--- config.mk ---
export PLATFORM = sky130hd
export DESIGN_NAME = gnn_mlp_engine
export DESIGN_NICKNAME = d
export VERILOG_FILES = /design/src/rtl/gnn_mlp_engine.sv
export SDC_FILE = /design/constraint.sdc
export NUM_CORES = 1
export LEC_CHECK = 0
export BUFFER_PORTS_ARGS = -buffer_cell sky130_fd_sc_hd__buf_2
export CAP_MARGIN = 20
export CORE_MARGIN = 5
export CORE_UTILIZATION = 35
export CTS_CLUSTER_SIZE = 30
export DETAILED_ROUTE_END_ITERATION = 16
export PLACE_DENSITY_LB_ADDON = 0.12
export SLEW_MARGIN = 20
export SYNTH_ARGS = -nofsm -noshare
export SYNTH_HDL_FRONTEND = slang
export SYNTH_SLANG_ARGS = --single-unit
--- constraint.sdc ---
create_clock -name clk -period 10.7 [get_ports clk]
set_input_delay 0.535 -clock clk [delete_from_list [all_inputs] [get_ports clk]]
set_output_delay 0.535 -clock clk [all_outputs]
set_load 0.05 [all_outputs]
--- src/rtl/gnn_mlp_engine.sv ---
// gnn_mlp_engine: time-multiplexed two-layer GNN MLP (hidden = X*W1, Y = hidden*W2) on one shared signed MAC.
// Optional GNN_HIDDEN_RELU_EN clamps hidden values at zero before layer 2.  Rev 1.0
`default_nettype none

module gnn_mlp_engine #(
  parameter int NODES = 4,
  parameter int FEAT  = 4,
  parameter int HID   = 4,
  parameter int OUTS  = 2,
  parameter int DW    = 5,
  parameter int OW    = 21
) (
  input  logic                        clk,
  input  logic                        rst,
  input  logic                        in_valid,
  output logic                        in_ready,
  input  logic [NODES*FEAT*DW-1:0]    x,
  input  logic [FEAT*HID*DW-1:0]      w1,
  input  logic [HID*OUTS*DW-1:0]      w2,
  output logic                        out_valid,
  input  logic                        out_ready,
  output logic [NODES*OUTS*OW-1:0]    y,
  output logic                        busy
);

  localparam int HW  = 2*DW + $clog2(FEAT);
  localparam int NW  = (NODES > 1) ? $clog2(NODES) : 1;
  localparam int FW  = (FEAT  > 1) ? $clog2(FEAT)  : 1;
  localparam int HCW = (HID   > 1) ? $clog2(HID)   : 1;
  localparam int OCW = (OUTS  > 1) ? $clog2(OUTS)  : 1;

  typedef enum logic [1:0] {IDLE, L1, L2, DONE} state_t;
  state_t state, state_nxt;

  logic [NW-1:0]  n_cnt;
  logic [HCW-1:0] h_cnt;
  logic [FW-1:0]  f_cnt;
  logic [OCW-1:0] o_cnt;

  logic signed [DW-1:0] x_r  [NODES][FEAT];
  logic signed [DW-1:0] w1_r [FEAT][HID];
  logic signed [DW-1:0] w2_r [HID][OUTS];
  logic signed [HW-1:0] hid  [NODES][HID];
  logic signed [OW-1:0] res  [NODES][OUTS];

  logic signed [OW-1:0] acc, op_a, op_b, prod, sum;
  logic signed [HW-1:0] hid_val;
  logic inner_last, mid_last, node_last, layer_done, accept;

  // Operand select: both layers share the same multiplier, widened to OW so the product never overflows.
  always_comb begin
    op_a       = '0;
    op_b       = '0;
    inner_last = 1'b0;
    mid_last   = 1'b0;
    node_last  = (n_cnt == NW'(NODES-1));
    case (state)
      L1: begin
        op_a       = {{(OW-DW){x_r[n_cnt][f_cnt][DW-1]}}, x_r[n_cnt][f_cnt]};
        op_b       = {{(OW-DW){w1_r[f_cnt][h_cnt][DW-1]}}, w1_r[f_cnt][h_cnt]};
        inner_last = (f_cnt == FW'(FEAT-1));
        mid_last   = (h_cnt == HCW'(HID-1));
      end
      L2: begin
        op_a       = {{(OW-HW){hid[n_cnt][h_cnt][HW-1]}}, hid[n_cnt][h_cnt]};
        op_b       = {{(OW-DW){w2_r[h_cnt][o_cnt][DW-1]}}, w2_r[h_cnt][o_cnt]};
        inner_last = (h_cnt == HCW'(HID-1));
        mid_last   = (o_cnt == OCW'(OUTS-1));
      end
      default: ;
    endcase
    layer_done = inner_last && mid_last && node_last;
    prod       = op_a * op_b;
    sum        = acc + prod;
`ifdef GNN_HIDDEN_RELU_EN
    hid_val    = sum[OW-1] ? '0 : sum[HW-1:0];
`else
    hid_val    = sum[HW-1:0];
`endif
  end

  always_comb begin
    state_nxt = state;
    in_ready  = 1'b0;
    busy      = 1'b0;
    case (state)
      IDLE: begin
        in_ready = !rst;
        if (in_valid && !rst) state_nxt = L1;
      end
      L1: begin
        busy = 1'b1;
        if (layer_done) state_nxt = L2;
      end
      L2: begin
        busy = 1'b1;
        if (layer_done) state_nxt = DONE;
      end
      DONE: begin
        if (out_valid && out_ready) state_nxt = IDLE;
      end
      default: state_nxt = IDLE;
    endcase
  end

  assign accept = (state == IDLE) && in_valid && in_ready;

  always_ff @(posedge clk) begin
    if (rst) state <= IDLE;
    else     state <= state_nxt;
  end

  always_ff @(posedge clk) begin
    if (rst) begin
      n_cnt     <= '0;
      h_cnt     <= '0;
      f_cnt     <= '0;
      o_cnt     <= '0;
      acc       <= '0;
      out_valid <= 1'b0;
      y         <= '0;
      for (int n = 0; n < NODES; n++) begin
        for (int h = 0; h < HID; h++)  hid[n][h] <= '0;
        for (int o = 0; o < OUTS; o++) res[n][o] <= '0;
      end
    end else begin
      case (state)
        IDLE: begin
          if (accept) begin
            for (int n = 0; n < NODES; n++)
              for (int f = 0; f < FEAT; f++)
                x_r[n][f] <= x[(n*FEAT+f)*DW +: DW];
            for (int f = 0; f < FEAT; f++)
              for (int h = 0; h < HID; h++)
                w1_r[f][h] <= w1[(f*HID+h)*DW +: DW];
            for (int h = 0; h < HID; h++)
              for (int o = 0; o < OUTS; o++)
                w2_r[h][o] <= w2[(h*OUTS+o)*DW +: DW];
          end
        end
        L1: begin
          if (inner_last) begin
            hid[n_cnt][h_cnt] <= hid_val;
            acc   <= '0;
            f_cnt <= '0;
            if (mid_last) begin
              h_cnt <= '0;
              n_cnt <= node_last ? '0 : n_cnt + NW'(1);
            end else begin
              h_cnt <= h_cnt + HCW'(1);
            end
          end else begin
            acc   <= sum;
            f_cnt <= f_cnt + FW'(1);
          end
        end
        L2: begin
          if (inner_last) begin
            res[n_cnt][o_cnt] <= sum;
            acc   <= '0;
            h_cnt <= '0;
            if (mid_last) begin
              o_cnt <= '0;
              n_cnt <= node_last ? '0 : n_cnt + NW'(1);
            end else begin
              o_cnt <= o_cnt + OCW'(1);
            end
            // The last result is still in flight on this edge, so it is taken from sum directly.
            if (layer_done) begin
              for (int n = 0; n < NODES; n++)
                for (int o = 0; o < OUTS; o++)
                  y[(n*OUTS+o)*OW +: OW] <= res[n][o];
              y[((NODES-1)*OUTS+OUTS-1)*OW +: OW] <= sum;
              out_valid <= 1'b1;
            end
          end else begin
            acc   <= sum;
            h_cnt <= h_cnt + HCW'(1);
          end
        end
        DONE: begin
          if (out_valid && out_ready) out_valid <= 1'b0;
        end
        default: ;
      endcase
    end
  end

endmodule

`default_nettype wire

Word level (Yosys, flattened, before mapping)
Memories as Yosys holds them, arrays and structs flattened. A register that Yosys moved wholly into a read port is not among the register bits. Cells that the tools add are included.

Register bits after elaboration: 199. Bits in writable memories: 560. Input port bits: 204. Output and inout bits: 171. Word-level logic and storage cells: 126. Memories kept: 5.

Memory list: hid (words 4, width 48, read ports 1, clocked after Yosys merged registers in 1, wr ports 4, line 43) `logic signed [HW-1:0] hid [NODES][HID];`; res (words 4, width 42, read ports 4, clocked after Yosys merged registers in 4, wr ports 4, line 44) `logic signed [OW-1:0] res [NODES][OUTS];`; w1_r (words 4, width 20, read ports 1, clocked after Yosys merged registers in 1, wr ports 4, line 41) `logic signed [DW-1:0] w1_r [FEAT][HID];`; x_r (words 4, width 20, read ports 1, clocked after Yosys merged registers in 1, wr ports 4, line 40) `logic signed [DW-1:0] x_r [NODES][FEAT];`; w2_r (words 4, width 10, read ports 1, clocked after Yosys merged registers in 1, wr ports 4, line 42) `logic signed [DW-1:0] w2_r [HID][OUTS];`.

Add/subtract/negate cells: 5. $mul: 1. Order comparisons: 5. Equal/unequal tests: 12. Muxes and demuxes: 66. Bitwise logic cells: 3. Reduce and logical (&&, ||, !) cells: 21.

Operator list (count): $mux W48 (3); $mux W42 (3); $pmux W21 S2 (2); $reduce_or A48 Y1 (1); $mux W21 (2); $reduce_or A42 Y1 (1); $mux W2 (19); $mux W12 (3); $mux W5 (7); $bmux W12 S2 (1); $demux W12 S2 (1); $add A21 B21 Y21 (1); $demux W21 S1 (1); $mul A21 B21 Y21 (1); $bmux W5 S2 (2); $mux W1 (17); $ne A2 B2 Y1 const B (6); $eq A2 B2 Y1 const B (5); $logic_and A1 B1 Y1 (8); $pmux W2 S4 (1); $reduce_and A4 Y1 (2); $add A2 B1 Y2 const B (3); $ge A3 B3 Y1 const B (2); $not A2 Y3 (2); other kinds (14) (19).

Logic depth before layout (Yosys ltp)
Gate-level depths: netlist of run 1.

Depth after elaboration: 8. Depth in mapped cells: 35. Depth with buffers taken out: 33.

Least setup slack after synthesis of run 1
No wires, ideal clock.

Kind: register to register. Start point: register with a tool-made name. End point: register acc[20]. Library setup time: 0.125 ns. Data arrival time: 8.673 ns. Data required time: 10.575 ns. Path slack: 1.902 ns. Stages on the path, launching flop included: 33. Path buffers: 5. Clock period less this slack: 8.798 ns. Cells stage by stage: dfxtp_1 > buf_6 > buf_6 > buf_2 > buf_4 > buf_2 > mux4_2 > mux4_2 > and2_1 > o21ai_0 > nor2_1 > ha_1 > xnor2_1 > fa_1 > inv_1 > fa_1 > inv_1 > fa_1 > fa_1 > fa_1 > inv_1 > fa_1 > inv_1 > ha_1 > a21oi_1 > inv_1 > a2111oi_0 > a211oi_1 > a21o_1 > a21oi_1 > xor2_4 > a2bb2oi_2 > nor2_2.

RTL lines: end signal, assigned (line 153) `acc <= sum;`; end signal, assigned (line 177) `acc <= sum;`; end, declared (line 46) `logic signed [OW-1:0] acc, op_a, op_b, prod, sum;`.

==> results.json, run 1 <==
{
  "met1_usage": 0.247,
  "gr-total-overflow": 0,
  "critical_path_class": "register to register",
  "cp.required_ns": 11.07,
  "synth_top_area_cell": "edfxtp_1",
  "num_rows": 115,
  "vias": 22000,
  "dr.pass1.iters": 5,
  "ctsRootBufferMaster": "clkbuf_16",
  "slowest_stage": "dfxtp_4",
  "ys_warn_count": 0,
  "maxSlewViolCount": 0,
  "worst_path_most_repeated_cell": "fa_1",
  "grt_pass1_vias": 23300,
  "cts_tree": "built",
  "seq_area_frac_synth": 0.586,
  "ant_nets": 0,
  "wl_per_cell_um": 21.8,
  "p_leak_uw": 0.0162,
  "dpl_cell_area_um2": 37900,
  "drive_above_1_share": 0.219,
  "holdPathEnd": "w2_r[1][7]$_DFFE_PP_",
  "core_um2": 98300,
  "synth-edff-count": 539,
  "insertion_delay_ns": 0.66,
  "fmax_mhz": 106,
  "pin_count": 375,
  "worstMarginPinSlew_ns": 1.02,
  "gr-usage-all-layers": 0.182,
  "cts-htree-levels": 3,
  "dieWidth_um": 324,
  "place_inst": 4302,
  "syn2layout_area_growth_pct": 17.7,
  "rsz0062_at_grt": "false",
  "ff2ff_path_depth": 28,
  "synth_nets": 3207,
  "cp_slowest_stage_delay_ns": 0.81,
  "hold_path.class": "input pin to register",
  "gp_congestion": 0.845,
  "crit_path_start_kind": "register",
  "hpwl_mm": 68.8,
  "grt_first_pass_wirelength_mm": 147,
  "nNetsFinal": 3553,
  "use_met2": 0.308,
  "status": "finished, final reports clean",
  "io_buffers": 374,
  "post-route-period-util": 0.880,
  "dp_slack_ns": 1.19,
  "synth.distinct_cells": 68,
  "ys_ff_latch": 744,
  "synth_top_cell_area_share": 0.468,
  "setup_viol": 0,
  "syn_area_um2": 34600,
  "clock-sinks": 744,
  "finalSetupTns_ns": 0,
  "min_from": "w2[12]",
  "grt_max_degree": 101,
  "min_path_cells": 1,
  "skew_ns": 0.0338,
  "crit_fanout": 37,
  "stdcell_area_um2": 40700,
  "instances_no_fill": 4466,
  "finalHoldViolations": 0,
  "synth_ff_type": "edfxtp_1",
  "clk_path_buf_depth": 3,
  "fin_ws_ns": 1.28,
  "cts_resized": 0,
  "grt_busiest_layer": "met2",
  "clkTransAtPathRegs_ns": 0.06,
  "route.detailed.drc": 0,
  "antenna_found_initial": 6,
  "grt_use_met3": 0.0337,
  "period_minus_slack_ns": 9.42,
  "postLayoutCoreUtil": 0.414,
  "drv_cap": 0,
  "start_util": 0.352,
  "vias_per_cell": 4.93,
  "async_flop_share": 0,
  "rrSetupSlack_ns": 1.28,
  "r2r_end": "res[2][41]$_SDFFCE_PN0P_",
  "maxSlewHeadroom": 0.317,
  "die_h_um": 324,
  "first_iter_violations": 1470,
  "synth_area_leaders": "edfxtp_1 (47%), dfxtp_1 (12%), fa_1 (7.7%)",
  "vdd_drop_max_v": 0.000118,
  "postSynthCellCount": 2758,
  "routed_wl_mm": 97.2,
  "syn_area_per_cell_um2": 12.5,
  "fillCellCount": 9358,
  "power.density_nw_per_um2": 196,
  "critPathArrivalTime_ns": 9.79,
  "numCtsBuffers": 83,
  "worstSetupEndpointType": "register",
  "die-area_um2": 105000
}
-- state kept, by name (all words and copies together) (netlist names), named ones only --
signal and cells:
out_valid 1, x_r 80, w1_r 80, f_cnt 2, o_cnt 1, n_cnt 2, h_cnt 2, res 147
w2_r 40, state 2, y 168, hid 192, acc 21
-- logic make-up (layout without fill, tap and decap cells) --
| group | after synthesis | after routing | share of synthesized area |
|---|---|---|---|
| adder cells (fa/ha/maj) | 245 | 245 | 0.117 |
| buffers and inverters | 380 | 796 | 0.0427 |
| multiplexers | 127 | 127 | 0.0751 |
| AND/OR/NAND/NOR | 923 | 923 | 0.116 |
| flip-flops | 744 | 744 | 0.586 |
| AO/OA/AOI/OAI | 291 | 291 | 0.0490 |
| other | 0 | 5 | 0 |
| XOR/XNOR | 48 | 48 | 0.0131 |
-- cell type report --
cell class	count	area, um^2	area share
Sequential cell	744	20300	0.498
Multi-Input combinational cell	1634	12900	0.318
Clock buffer	116	2350	0.0578
Timing Repair Buffer	426	2290	0.0562
Tap cell	1287	1610	0.0395
Inverter	215	807	0.0198
Clock inverter	39	428	0.0105
Antenna cell	5	12.5	0.000307
-- worst max path at each step --
| stage | slack (ns) | endpoint |
|---|---|---|
| global route | 0.74 | res[1][20]$_SDFFCE_PN0P_ |
| global placement | 1.28 | res[3][41]$_SDFFCE_PN0P_ |
| floorplan | 1.90 | acc[20]$_SDFFE_PP0N_ |
| detailed placement | 1.19 | res[0][41]$_SDFFCE_PN0P_ |
| CTS | 1.17 | res[2][41]$_SDFFCE_PN0P_ |
| finish | 1.28 | res[2][41]$_SDFFCE_PN0P_ |
-- cells in the mapped netlist (5+ instances only) --
cell / number
or2_2: 17
nor3_1: 6
a22oi_1: 21
xor2_1: 14
edfxtp_1: 539
mux4_2: 95
inv_1: 214
a21o_1: 10
nand3_1: 13
mux4_1: 8
nand2b_1: 28
nand2_1: 366
o21a_1: 5
and2_1: 22
xnor2_1: 32
nor2_1: 334
buf_1: 7
fa_1: 133
dfxtp_1: 205
nor2b_1: 6
and3_1: 109
a21oi_1: 206
mux2i_1: 18
o21ai_0: 10
buf_2: 9
mux2_2: 6
clkbuf_1: 142
ha_1: 112
-- metrics by stage --
step | power (uW) | hold slack (ns)
final | 7990 | 0.0597
after global routing | 8380 | 0.0180
after CTS | 8130 | 0.000342
after detailed placement | 5210 | 0.444
after global placement | 5190 | 0.441
after floorplan | 4450 | 0.441
-- metal layers --
metal | share of wire | vias to the layer above | wire length [um]
met5 | 0.00013 | - | 13
met4 | 0.017 | 2 | 1650
met3 | 0.058 | 112 | 5590
met2 | 0.49 | 631 | 47200
met1 | 0.44 | 11000 | 42800
li1 | - | 10200 | -
-- layout by cell type, fill, tap and decap left out, types with 5 or more instances in the layout --
cell         n
diode_2      5
mux4_2      95
o21a_1       5
xnor2_1     27
nor3_1       6
nor2_1     333
and2_1      21
o21ai_0     10
a21oi_1    206
nand2b_1    25
clkinv_1    11
clkbuf_8    11
clkinv_2    11
fa_1       132
bufinv_16    6
xor2_1      11
xnor2_2      5
clkbuf_1    20
buf_4       48
mux2i_1     18
mux4_1       8
buf_2      373
nor2b_1      6
nand2_1    366
edfxtp_1   539
a21o_1      10
a22oi_1     21
dfxtp_1    202
or2_2       17
mux2_2       6
nand3_1     12
inv_1      214
clkbuf_16   85
ha_1       112
and3_1     109
-- power breakdown --
group	internal [uW]	total [uW]	switching, uW
combinational	568	1720	1160
clock	1690	2890	1200
sequential	3280	3380	96.3
total	5550	7990	2450
-- worst max-delay path, delay by kind of cell, from the launching register on --
kind,cells,cell delay [ns]
AO/OA/AOI/OAI,7,2.07
XOR/XNOR,2,0.55
adder cells (fa/ha/maj),8,3.64
buffers and inverters,5,0.33
flip-flops,1,0.81
multiplexers,1,0.59
AND/OR/NAND/NOR,5,1.13
-- timing repair --
action	4_1_cts	5_1_grt
hold buffers	3	0
endpoints found under the hold margin	3	0
buffers inserted	0	0
No activity file was read; power rests on OpenSTA's default activity.
==> inputs of run 2 (changes only) <==
--- a/config.mk
+++ b/config.mk
@@ -9,10 +9,10 @@
 export CAP_MARGIN = 20
 export CORE_MARGIN = 5
 export CORE_UTILIZATION = 35
+export CTS_BUF_LIST = sky130_fd_sc_hd__clkbuf_4
 export CTS_CLUSTER_SIZE = 30
 export DETAILED_ROUTE_END_ITERATION = 16
 export PLACE_DENSITY_LB_ADDON = 0.12
-export SLEW_MARGIN = 20
 export SYNTH_ARGS = -nofsm -noshare
 export SYNTH_HDL_FRONTEND = slang
 export SYNTH_SLANG_ARGS = --single-unit
==> run 2 against run 1 <==
- sequential share of layout area is 2.4 points lower
- sequential power about the same
- largest cell class unchanged
- clock-buffer cell count rose by 208
- register-to-register slack lost 0.10 ns
- core utilization rose by 2.1 points
- die area unchanged
==> results.json, run 2 (synthesis gave the netlist of run 1 again) <==
{
  "grt_max_degree": 101,
  "critPathArrivalTime_ns": 10.29,
  "skew_ns": 0.0825,
  "post-route-period-util": 0.890,
  "clkTransAtPathRegs_ns": 0.07,
  "vias": 23700,
  "dieWidth_um": 324,
  "finalSetupTns_ns": 0,
  "drv_cap": 0,
  "postLayoutCoreUtil": 0.435,
  "worstSetupEndpointType": "register",
  "critical_path_class": "register to register",
  "wl_per_cell_um": 20.6,
  "maxSlewViolCount": 0,
  "grt_pass1_vias": 25200,
  "largest_reg_flops": 192,
  "worstMarginPinSlew_ns": 1.13,
  "status": "finished, final reports clean",
  "ant_nets": 0,
  "die-area_um2": 105000,
  "path_buf_inv": 7,
  "dp_slack_ns": 1.17,
  "drive_above_1_share": 0.254,
  "regMostFlops": "hid",
  "die_h_um": 324,
  "insertion_delay_ns": 1.11,
  "clock-sinks": 744,
  "critPathTopFamily": "adder cells",
  "timing.hold.ws_ns": 0.178,
  "ctsRootBufferMaster": "clkbuf_4",
  "pin_count": 375,
  "rsz0062_at_grt": "false",
  "syn2layout_area_growth_pct": 23.7,
  "io_buffers": 374,
  "gr-total-overflow": 0,
  "grt_first_pass_wirelength_mm": 154,
  "clk_path_buf_depth": 3,
  "dr.pass1.iters": 5,
  "cts_setup_buffers": 0,
  "fmax_mhz": 105,
  "cts-htree-levels": 4,
  "mostFrequentLayoutCell": "edfxtp_1",
  "multi_input_area_um2": 12900,
  "gp_congestion": 0.845,
  "fillCellCount": 9171,
  "core_um2": 98300,
  "hpwl_mm": 69.0,
  "vdd_drop_max_v": 0.0000917,
  "final_cell_mix": "edfxtp_1 (539), buf_2 (373), nand2_1 (366)",
  "hold_path.class": "input pin to register",
  "maxSlewHeadroom": 0.244,
  "start_util": 0.352,
  "p_leak_uw": 0.0174,
  "route.detailed.drc": 0,
  "finalHoldViolations": 0,
  "vias_per_cell": 4.84,
  "gr-usage-all-layers": 0.190,
  "first_iter_violations": 1476,
  "cts_hold_buf": 205,
  "routed_wl_mm": 101,
  "setup_viol": 0,
  "crit_path_start_kind": "register",
  "cts_resized": 0,
  "num_rows": 115,
  "power.total_uw": 7850,
  "period_minus_slack_ns": 9.52,
  "crit_fanout": 9,
  "reg_top3": "hid: 192 flops, y: 168 flops, res: 147 flops",
  "antenna_found_initial": 8,
  "cts_tree": "built",
  "cp_slowest_stage_delay_ns": 0.89,
  "fin_ws_ns": 1.18,
  "regArea_um2": 20300,
  "slowest_stage": "nor3b_1",
  "power.density_nw_per_um2": 183,
  "cp.required_ns": 11.46,
  "nNetsFinal": 3877,
  "numCtsBuffers": 202
}
[run 2: cell type report]
| cell class | count | share of cell area |
|---|---|---|
| clock inverters | 48 | 0.00754 |
| diodes | 10 | 0.000585 |
| inverters | 215 | 0.0189 |
| clock buffers | 324 | 0.0568 |
| multi-input cells | 1634 | 0.302 |
| flip-flops and latches | 744 | 0.474 |
| well taps | 1287 | 0.0376 |
| repair buffers | 631 | 0.102 |
[run 2: report_power, final]
group | internal, uW | total (uW) | switching (uW)
clock network | 1430 | 2670 | 1240
logic | 624 | 1800 | 1180
registers | 3280 | 3380 | 96.9
[run 2: final timing paths]
kind                            cells past startpoint                   from  slack [ns]                       end
worst max-delay path                               29  state[1]$_SDFFE_PP0P_        1.18  res[2][41]$_SDFFCE_PN0P_
worst min-delay path                                2                 w2[32]        0.18      w2_r[3][7]$_DFFE_PP_
worst max register to register                     29  state[1]$_SDFFE_PP0P_        1.18  res[2][41]$_SDFFCE_PN0P_
worst min register to register                      2     y[99]$_SDFFE_PP0P_        0.45        y[99]$_SDFFE_PP0P_
[run 2: through the flow]
stage	cells	cell area, um^2
after detailed placement	4304	37900
final	4893	42800
after floorplan	2758	34600
after CTS	4881	42700
after global placement	4302	37900
after global routing	4892	42800
[run 2: per-layer routing]
metal  part of all wire  GRT usage  up-vias
met4              0.026     0.0642        0
met3              0.057     0.0438      168
met5                  0          0        -
met2               0.48      0.316      761
met1               0.43      0.246    11700
li1                   -          -    11000
